**src/rtl/caixa_agua_nivel_n.sv**
```systemverilog
// caixa_agua_nivel_n: water tank fill controller for N level probes.
// Probes are synchronised, debounced and checked for a thermometer pattern;
// a three-state FSM drives the fill valve with hysteresis and latches faults
// until acknowledged. All outputs are registered from next-state values.
// Optional build macro: CAIXA_TIMEOUT_EN adds a fill timeout of T_MAX cycles.
//
// state    | meaning
// ---------+-------------------------------------------------------------
// REPOUSO  | valve closed, waiting for level to drop to NIVEL_LIGA
// ENCHENDO | valve open, filling until every probe is wet
// FALHA    | valve closed, fault latched until reconhece with a valid pattern

module caixa_agua_nivel_n #(
    parameter int N_NIVEIS    = 4,
    parameter int DEBOUNCE    = 4,
    parameter int NIVEL_LIGA  = 1,
    parameter int NIVEL_MEDIO = 2,
    parameter int T_MAX       = 64
) (
    input  logic                              clock,
    input  logic                              reset,
    input  logic [N_NIVEIS-1:0]               sensores,
    input  logic                              reconhece,
    output logic                              ve,
    output logic                              erro,
    output logic                              alarme,
    output logic                              caixa,
    output logic [$clog2(N_NIVEIS+1)-1:0]     nivel
);

    localparam int NW = $clog2(N_NIVEIS + 1);
    localparam int CW = $clog2(DEBOUNCE + 1);

    typedef enum logic [1:0] {
        REPOUSO  = 2'd0,
        ENCHENDO = 2'd1,
        FALHA    = 2'd2
    } estado_t;

    function automatic logic [NW-1:0] f_popcount(input logic [N_NIVEIS-1:0] p);
        logic [NW-1:0] c;
        c = '0;
        for (int i = 0; i < N_NIVEIS; i++) begin
            c = c + NW'(p[i]);
        end
        return c;
    endfunction

    logic [N_NIVEIS-1:0] r_sync1;
    logic [N_NIVEIS-1:0] r_sync2;
    logic [N_NIVEIS-1:0] r_prev;
    logic [1:0]          r_sync_vld;
    logic [CW-1:0]       r_cnt;
    logic [N_NIVEIS-1:0] r_filt;
    logic                r_filt_vld;

    estado_t             r_estado;
    logic [NW-1:0]       r_nivel;
    logic                r_ve;
    logic                r_erro;
    logic                r_alarme;
    logic                r_caixa;

    logic                w_dif;
    logic [CW-1:0]       w_run;
    logic                w_load;
    logic                w_erro_padrao;
    logic [NW-1:0]       w_nivel_nx;
    logic                w_timeout;
    logic                w_falha;
    estado_t             w_estado_nx;
    logic                w_ve_nx;
    logic                w_erro_nx;
    logic                w_alarme_nx;
    logic                w_caixa_nx;

    // Two-flop synchroniser; r_sync_vld marks when r_sync2 holds a real sample
    always_ff @(posedge clock) begin
        if (reset) begin
            r_sync1    <= '0;
            r_sync2    <= '0;
            r_prev     <= '0;
            r_sync_vld <= '0;
        end else begin
            r_sync1    <= sensores;
            r_sync2    <= r_sync1;
            r_prev     <= r_sync2;
            r_sync_vld <= {r_sync_vld[0], 1'b1};
        end
    end

    // Length of the current run of identical synchronised patterns, saturating
    always_comb begin
        w_dif  = (r_sync2 != r_prev);
        w_run  = CW'(1);
        if (r_cnt == '0 || w_dif) begin
            w_run = CW'(1);
        end else if (r_cnt == CW'(DEBOUNCE)) begin
            w_run = r_cnt;
        end else begin
            w_run = r_cnt + CW'(1);
        end
        w_load = r_sync_vld[1] && (w_run == CW'(DEBOUNCE));
    end

    // Debounce counter and filtered pattern register
    always_ff @(posedge clock) begin
        if (reset) begin
            r_cnt      <= '0;
            r_filt     <= '0;
            r_filt_vld <= 1'b0;
        end else begin
            r_cnt <= r_sync_vld[1] ? w_run : '0;
            if (w_load) begin
                r_filt     <= r_sync2;
                r_filt_vld <= 1'b1;
            end
        end
    end

    // A wet probe above a dry one means a stuck or broken probe
    always_comb begin
        w_erro_padrao = 1'b0;
        for (int i = 1; i < N_NIVEIS; i++) begin
            if (r_filt[i] && !r_filt[i-1]) begin
                w_erro_padrao = 1'b1;
            end
        end
        w_nivel_nx = w_erro_padrao ? r_nivel : f_popcount(r_filt);
    end

`ifdef CAIXA_TIMEOUT_EN
    localparam int TW = $clog2(T_MAX + 1);

    logic [TW-1:0] r_tmr;

    assign w_timeout = (r_estado == ENCHENDO) && (r_tmr == TW'(T_MAX));

    // Fill timer: restarts on entry to ENCHENDO and whenever the level rises
    always_ff @(posedge clock) begin
        if (reset) begin
            r_tmr <= '0;
        end else if (r_estado != ENCHENDO || w_estado_nx != ENCHENDO ||
                     w_nivel_nx > r_nivel) begin
            r_tmr <= '0;
        end else if (r_tmr != TW'(T_MAX)) begin
            r_tmr <= r_tmr + TW'(1);
        end
    end
`else
    // No timer in this build; T_MAX has no effect and the term is always 0
    assign w_timeout = (T_MAX < 0);
`endif

    assign w_falha = w_erro_padrao | w_timeout;

    // FSM state register and registered outputs
    always_ff @(posedge clock) begin
        if (reset) begin
            r_estado <= REPOUSO;
            r_nivel  <= '0;
            r_ve     <= 1'b0;
            r_erro   <= 1'b0;
            r_alarme <= 1'b1;
            r_caixa  <= 1'b0;
        end else begin
            r_estado <= w_estado_nx;
            r_nivel  <= w_nivel_nx;
            r_ve     <= w_ve_nx;
            r_erro   <= w_erro_nx;
            r_alarme <= w_alarme_nx;
            r_caixa  <= w_caixa_nx;
        end
    end

    // Next state and next output values; FSM waits for the first filtered pattern
    always_comb begin
        w_estado_nx = r_estado;
        if (r_filt_vld) begin
            case (r_estado)
                REPOUSO: begin
                    if (w_falha) begin
                        w_estado_nx = FALHA;
                    end else if (w_nivel_nx <= NW'(NIVEL_LIGA)) begin
                        w_estado_nx = ENCHENDO;
                    end
                end
                ENCHENDO: begin
                    if (w_falha) begin
                        w_estado_nx = FALHA;
                    end else if (w_nivel_nx == NW'(N_NIVEIS)) begin
                        w_estado_nx = REPOUSO;
                    end
                end
                FALHA: begin
                    if (reconhece && !w_erro_padrao) begin
                        w_estado_nx = REPOUSO;
                    end
                end
                default: w_estado_nx = REPOUSO;
            endcase
        end
        w_ve_nx     = (w_estado_nx == ENCHENDO);
        w_erro_nx   = (w_estado_nx == FALHA);
        w_alarme_nx = w_erro_nx | (w_nivel_nx == '0);
        w_caixa_nx  = (w_nivel_nx >= NW'(NIVEL_MEDIO)) & ~w_erro_nx;
    end

    assign ve     = r_ve;
    assign erro   = r_erro;
    assign alarme = r_alarme;
    assign caixa  = r_caixa;
    assign nivel  = r_nivel;

endmodule

```
**config.mk**
```make
export PLATFORM = sky130hd
export DESIGN_NAME = caixa_agua_nivel_n
export DESIGN_NICKNAME = d
export VERILOG_FILES = /design/src/rtl/caixa_agua_nivel_n.sv
export SDC_FILE = /design/constraint.sdc
export NUM_CORES = 1
export LEC_CHECK = 0
export ABC_AREA = 0
export BUFFER_PORTS_ARGS = -buffer_cell sky130_fd_sc_hd__buf_2
export CORE_MARGIN = 1.5
export CORE_UTILIZATION = 25
export DETAILED_ROUTE_END_ITERATION = 12
export GPL_TIMING_DRIVEN = 0
export SETUP_SLACK_MARGIN = 0.15
export SLEW_MARGIN = 20
export SYNTH_ARGS = -nofsm -noshare
export SYNTH_HDL_FRONTEND = slang
export SYNTH_SLANG_ARGS = --single-unit
```
**constraint.sdc**
```tcl
create_clock -name clock -period 2.32 [get_ports clock]
set_input_delay 0.232 -clock clock [delete_from_list [all_inputs] [get_ports clock]]
set_output_delay 0.232 -clock clock [all_outputs]
set_load 0.05 [all_outputs]
```
# ---- After elaboration in Yosys (flattened, before gate mapping)
# Index checks and enable logic that the tools add are counted.
dict set report totals {
  input_bits 7
  word_cells 60
  output_inout_bits 7
  reg_bits 31
}
dict set report classes {
  n_eq_ne 8
  magnitude_cmp 2
  n_mux 14
  addsub 4
  n_bitwise 4
  n_reduce_logical 14
}
# operator count
set ops {}
lappend ops {{2-bit 2-to-1 mux} 6}
lappend ops {{3-bit == test, second input constant} 3}
lappend ops {{3-bit 2-to-1 mux} 3}
lappend ops {{3-bit zero test} 2}
lappend ops {{2-bit one-hot mux with 3 select lines} 1}
lappend ops {{1-bit logical AND} 5}
lappend ops {{2-bit by 1-bit == test with 1-bit output, second input constant} 2}
lappend ops {{2-bit == test, second input constant} 2}
lappend ops {{1-bit zero test} 4}
lappend ops {{1-bit 2-to-1 mux} 4}
lappend ops {{4-bit != test} 1}
lappend ops {{2-bit by 1-bit adder with 3-bit output} 1}
lappend ops {{3-bit by 1-bit adder with 3-bit output} 1}
lappend ops {{3-bit by 1-bit adder with 3-bit output, second input constant} 1}
lappend ops {{3-bit by 2-bit greater-or-equal comparator with 1-bit output, second input constant} 1}
lappend ops {{3-bit by 1-bit <= comparator with 1-bit output, second input constant} 1}
lappend ops {{1-bit by 1-bit adder with 2-bit output} 1}
lappend ops {{2-bit zero test} 1}
lappend ops {{1-bit NOT} 2}
lappend ops {{2-bit OR reduction} 1}
lappend ops {{1-bit AND} 1}
lappend ops {{1-bit logical OR} 1}
lappend ops {{1-bit bitwise OR} 1}

# ---- Depth between registers and ports, before layout
dict set report depth {
  word_depth 14
  depth_mapped 10
  mapped_depth_nobuf 10
}

# ---- Least setup slack after synthesis
# No wires, ideal clock.
dict set report synth_timing {
  kind {register -> register}
  start {register r_filt[1]}
  end {register r_erro (netlist: erro)}
  setup_time_ns 0.115
  path_stages_with_launch 11
  arrival_time_ns 2.437
  setup_slack_ns -0.232
  required_ns 2.205
  n_path_buf 0
  period_less_slack_ns 2.552
  cell_sequence {dfxtp_1 > inv_1 > fa_1 > inv_1 > ha_1 > ha_1 > or3_1 > a21oi_1 > a211oi_1 > o32a_1 > and3_1}
}
dict set report synth_between {
  elab_chain_len 11
  word_cells_on_any_way 22
  cone_classes {add/sub (3); order compare (1); eq/ne (2); mux (11); reduce/logical (5)}
}
# item line
set synth_lines {}
lappend synth_lines {{from (decl)} 54} ;# logic [N_NIVEIS-1:0] r_filt;
lappend synth_lines {{from (signal assigned)} 115} ;# r_filt <= r_sync2;
lappend synth_lines {{branches (longest 8 deep; another with 2-bit by 1-bit adder with 3-bit output)} -}
lappend synth_lines {{2-bit one-hot mux with 3 select lines (*)} 180} ;# case (r_estado)
lappend synth_lines {{2-bit 2-to-1 mux (*)} 179} ;# if (r_filt_vld) begin
lappend synth_lines {{2-bit == test (*)} 204} ;# w_erro_nx = (w_estado_nx == FALHA);
lappend synth_lines {{to (signal assigned)} 170} ;# r_erro <= w_erro_nx;
lappend synth_lines {{to (decl)} 60} ;# logic r_erro;
# Mark *: on every way between the ends.
# A chain may end at the register's enable or synchronous reset.

# ---- Worst setup path after layout
dict set report layout_timing {
  start {register r_filt[0]}
  end {register r_erro (netlist: erro)}
}
dict set report layout_between {
  elab_chain_len 12
  word_cells_on_any_way 21
  cone_classes {add/sub (3); order compare (1); eq/ne (2); mux (11); reduce/logical (4)}
}
# item line
set layout_lines {}
lappend layout_lines {{branches (longest 9 deep; another with 2-bit by 1-bit adder with 3-bit output)} -}
lappend layout_lines {{2-bit one-hot mux with 3 select lines (*)} 180}
lappend layout_lines {{2-bit 2-to-1 mux (*)} 179}
lappend layout_lines {{2-bit == test (*)} 204}
# Marked as above.

==> flow_metrics.py <==
metrics = {
    "logic_synthesis": {
        "yosys_most_used_dff": "dfxtp_1",
        "yosys.area_share.simple_pct": 25.68,
        "synth_mux_area_share_pct": 2.883,
        "synth_top_family_by_area": "simple AND/OR/NAND/NOR gates",
        "yosys-top-cells-area": "dfxtp_1 45%, nor2b_1 6.3%, ha_1 4.5%, nor2_1 4.3%, xnor2_1 3.2%",
        "netlist_instances": 145,
        "synth_warnings": 0,
        "synth_compound_area_share_pct": 13.33,
        "synth_xor_area_share_pct": 3.153,
        "synth_edf_count": 0,
        "synthArstFlopShare_pct": 0,
        "syn_nets": 158,
        "synth_area_per_cell_um2": 9.578,
        "synth_area_um2": 1389,
        "synth_top_area_share_pct": 44.68,
        "synth-seq-area-share_pct": 44.68,
        "post_synth_fa_ha_maj_area_fraction_pct": 5.946,
        "synth_area_leader_cell": "dfxtp_1",
        "synth_cell_type_count": 43,
        "yosys_register_bits": 31,
    },
    "sta": {
        "slew_headroom_pct": 69.06,
        "skew_ps": 4.219,
        "whs_ps": 160.4,
        "finalCritPeriodShare_pct": 103.4,
        "setup-tns-final_ps": -143.2,
        "min_period_ps": 2399,
        "max_freq_mhz": 416.8,
        "timing.final.max_slew_violations": 0,
        "rsz0062_at_grt": "yes",
        "worst_pin_slew_ps": 460.6,
        "setup_viol": 4,
        "hold_viol": 0,
        "setup_ws_ps": -79.46,
    },
    "finish": {
        "areaGrowthSynthToFinish_pct": 26.67,
        "final_common_cell": "dfxtp_1",
        "diodes": 0,
        "fill_cells": 530,
        "nNetsFinal": 186,
        "drive_gt1_share_pct": 30.06,
        "layout_common_cells": "28 x dfxtp_1, 16 x nor2_1, 14 x nor2b_1",
    },
    "worst_setup_path": {
        "cp-end-kind": "register",
        "critPathKind": "register to register",
        "startpoint": "r_filt[0]",
        "cp_max_fo": 3,
        "path_buf_inv": 2,
        "slowest_delay_ps": 540,
        "cp-start-kind": "register",
        "crit_top_cell": "ha_4",
        "r2r_start": "r_filt[0]",
        "slowest_stage": "fa_1",
        "r2r_slack_ps": -80,
        "crit_path_cell_trace": "inv_4 > fa_1 > inv_2 > ha_4 > ha_4 > or3_1 > a21oi_2 > a211oi_2 > o32a_1 > and3_1",
        "path_delay_family": "adder cells",
        "worstPathRequired_ps": 2490,
        "arrival_ps": 2570,
    },
    "global_routing": {
        "use_met1_pct": 11.84,
        "use_met3_pct": 2.471,
        "grt_max_degree": 11,
        "use_met2_pct": 16.58,
        "grt_pass1_wl_um": 4774,
        "grt_pass1_vias": 1083,
        "grt.overflow.total": 0,
        "busiest_layer": "met2",
        "track_usage_pct": 10.04,
        "antenna_found_initial": 0,
    },
    "power": {
        "comb_power_share_pct": 5.3,
        "intPower_uw": 798.7,
        "max-vdd-ir-drop_mv": 0.3788,
        "clock_power_share_pct": 40.8,
        "fin_total_pwr_uw": 1022,
        "p_per_area_nw_per_um2": 580.9,
        "swShare_pct": 21.84,
        "seqPwrFrac_pct": 53.9,
        "p_leak_uw": 0.0006768,
        "power.switching_uw": 223.2,
    },
    "routing": {
        "finalWirelength_um": 2670,
        "drt_iter0_drc": 30,
        "num_vias": 1095,
        "drc": 0,
        "ant_nets": 0,
        "first_pass_iters": 4,
        "wl_per_cell_um": 10.99,
        "viasPerCell": 4.506,
    },
    "floorplanning": {
        "initial_core_util_pct": 26.52,
        "core-area_um2": 5238,
        "dieArea_um2": 6012,
        "die_w_um": 77.54,
        "dieHeight_um": 77.54,
        "pin_count": 14,
        "rows": 26,
    },
    "clocking": {
        "cts_max_path_buffers": 2,
        "clk_latency_ps": 280,
        "clk_pin_slew_ps": 60,
        "cts_buffers": 5,
        "cts.sinks": 31,
        "cts-htree-levels": 2,
        "cts_hold_buffers": 0,
        "cts_tree": "built",
        "root_buffer": "clkbuf_8",
    },
    "flow_run": {
        "drv_cap": 0,
    },
    "min_path": {
        "hp-start": "sensores[2]",
        "hold_class": "primary input to register",
    },
    "placement": {
        "place_hpwl_um": 1865,
        "place.gp.congestion": 0.7708,
        "port_buffers": 13,
    },
    "run_status": {
        "violations": "setup timing",
        "status": "complete, but fails checks",
    },
}
power groups by stage:
stage                     Sequential (µW)  Combinational (µW)  Clock, µW
after floorplan                       569                33.8          0
after global placement                564                54.3          0
after detailed placement              565                54.6          0
after CTS                             550                55.2        434
after global routing                  552                61.0        451
final                                 550                54.4        417
Yosys cell counts, types with 2 or more instances:
cell type  instances
clkbuf_1           2
nor4_1             2
nor2_1            16
ha_1               5
o311ai_0           2
o21a_1             2
nor2b_1           14
xnor2_1            5
nand2b_1           2
a21oi_1            6
inv_1             11
nand3_1            2
o22ai_1            2
dfxtp_1           31
nor3_1             4
o211a_1            2
or3_1              2
or2b_1             2
nand4_1            2
nand2_1            5
mux2i_1            4
metal layers:
metal | part of all wire, % | vias up | routed length (µm)
li1 | - | 554 | -
met2 | 46 | 22 | 1239
met1 | 47 | 512 | 1256
met5 | 0 | - | 0
met3 | 3.9 | 7 | 104
met4 | 2.6 | 0 | 70
area by class of cell:
type / count / area, µm² / share of cell area, %
Clock inverter: 1 / 5.005 / 0.2845
Clock buffer: 6 / 82.58 / 4.694
Multi-Input combinational cell: 100 / 760.7 / 43.24
Buffer: 3 / 18.77 / 1.067
Timing Repair Buffer: 21 / 128.9 / 7.326
Inverter: 11 / 43.79 / 2.489
Sequential cell: 31 / 631.9 / 35.92
Tap cell: 70 / 87.58 / 4.979
through the flow:
| step | std cells | area, µm² | utilization, % | worst slack (ps) |
|---|---|---|---|---|
| 2_1_floorplan | 145 | 1420 | - | -69.88 |
| 3_3_place_gp | 228 | 1573 | 30.03 | -215.1 |
| 3_5_place_dp | 228 | 1573 | 30.03 | -218.5 |
| 4_1_cts | 240 | 1728 | 32.99 | -142.4 |
| 5_1_grt | 243 | 1759 | 33.59 | -161.7 |
| 6_report | 243 | 1759 | 33.59 | -79.46 |
cells by family after synthesis:
kind of cell | count (synthesis)
AOI/OAI and AO/OA | 24
DFF | 31
buffers and inverters | 14
xor gates and xnor gates | 5
muxes | 4
and+or+nand+nor | 61
adders and majority gates | 6
registers in the layout, summed over array words and instances (netlist names):
name and cells:
r_sync2 4, ve 1, alarme 1, r_cnt 3, r_sync1 4, caixa 1, erro 1, r_prev 4
r_sync_vld 2, nivel 3, r_estado 2, r_filt 4, r_filt_vld 1
timing repair:
item,4_1_cts,5_1_grt
pin swaps,6,6
resized for setup,7,5
endpoints found under the setup margin,5,6
setup buffers,5,3
final timing paths:
| path | endpoint | cells after the start |
|---|---|---|
| setup reg to reg | erro | 10 |
| hold reg to reg | r_sync2[1] | 1 |
| setup / recovery | erro | 10 |
| hold / removal | r_sync1[2] | 2 |
Note: power is estimated with default switching activity, not from simulation.
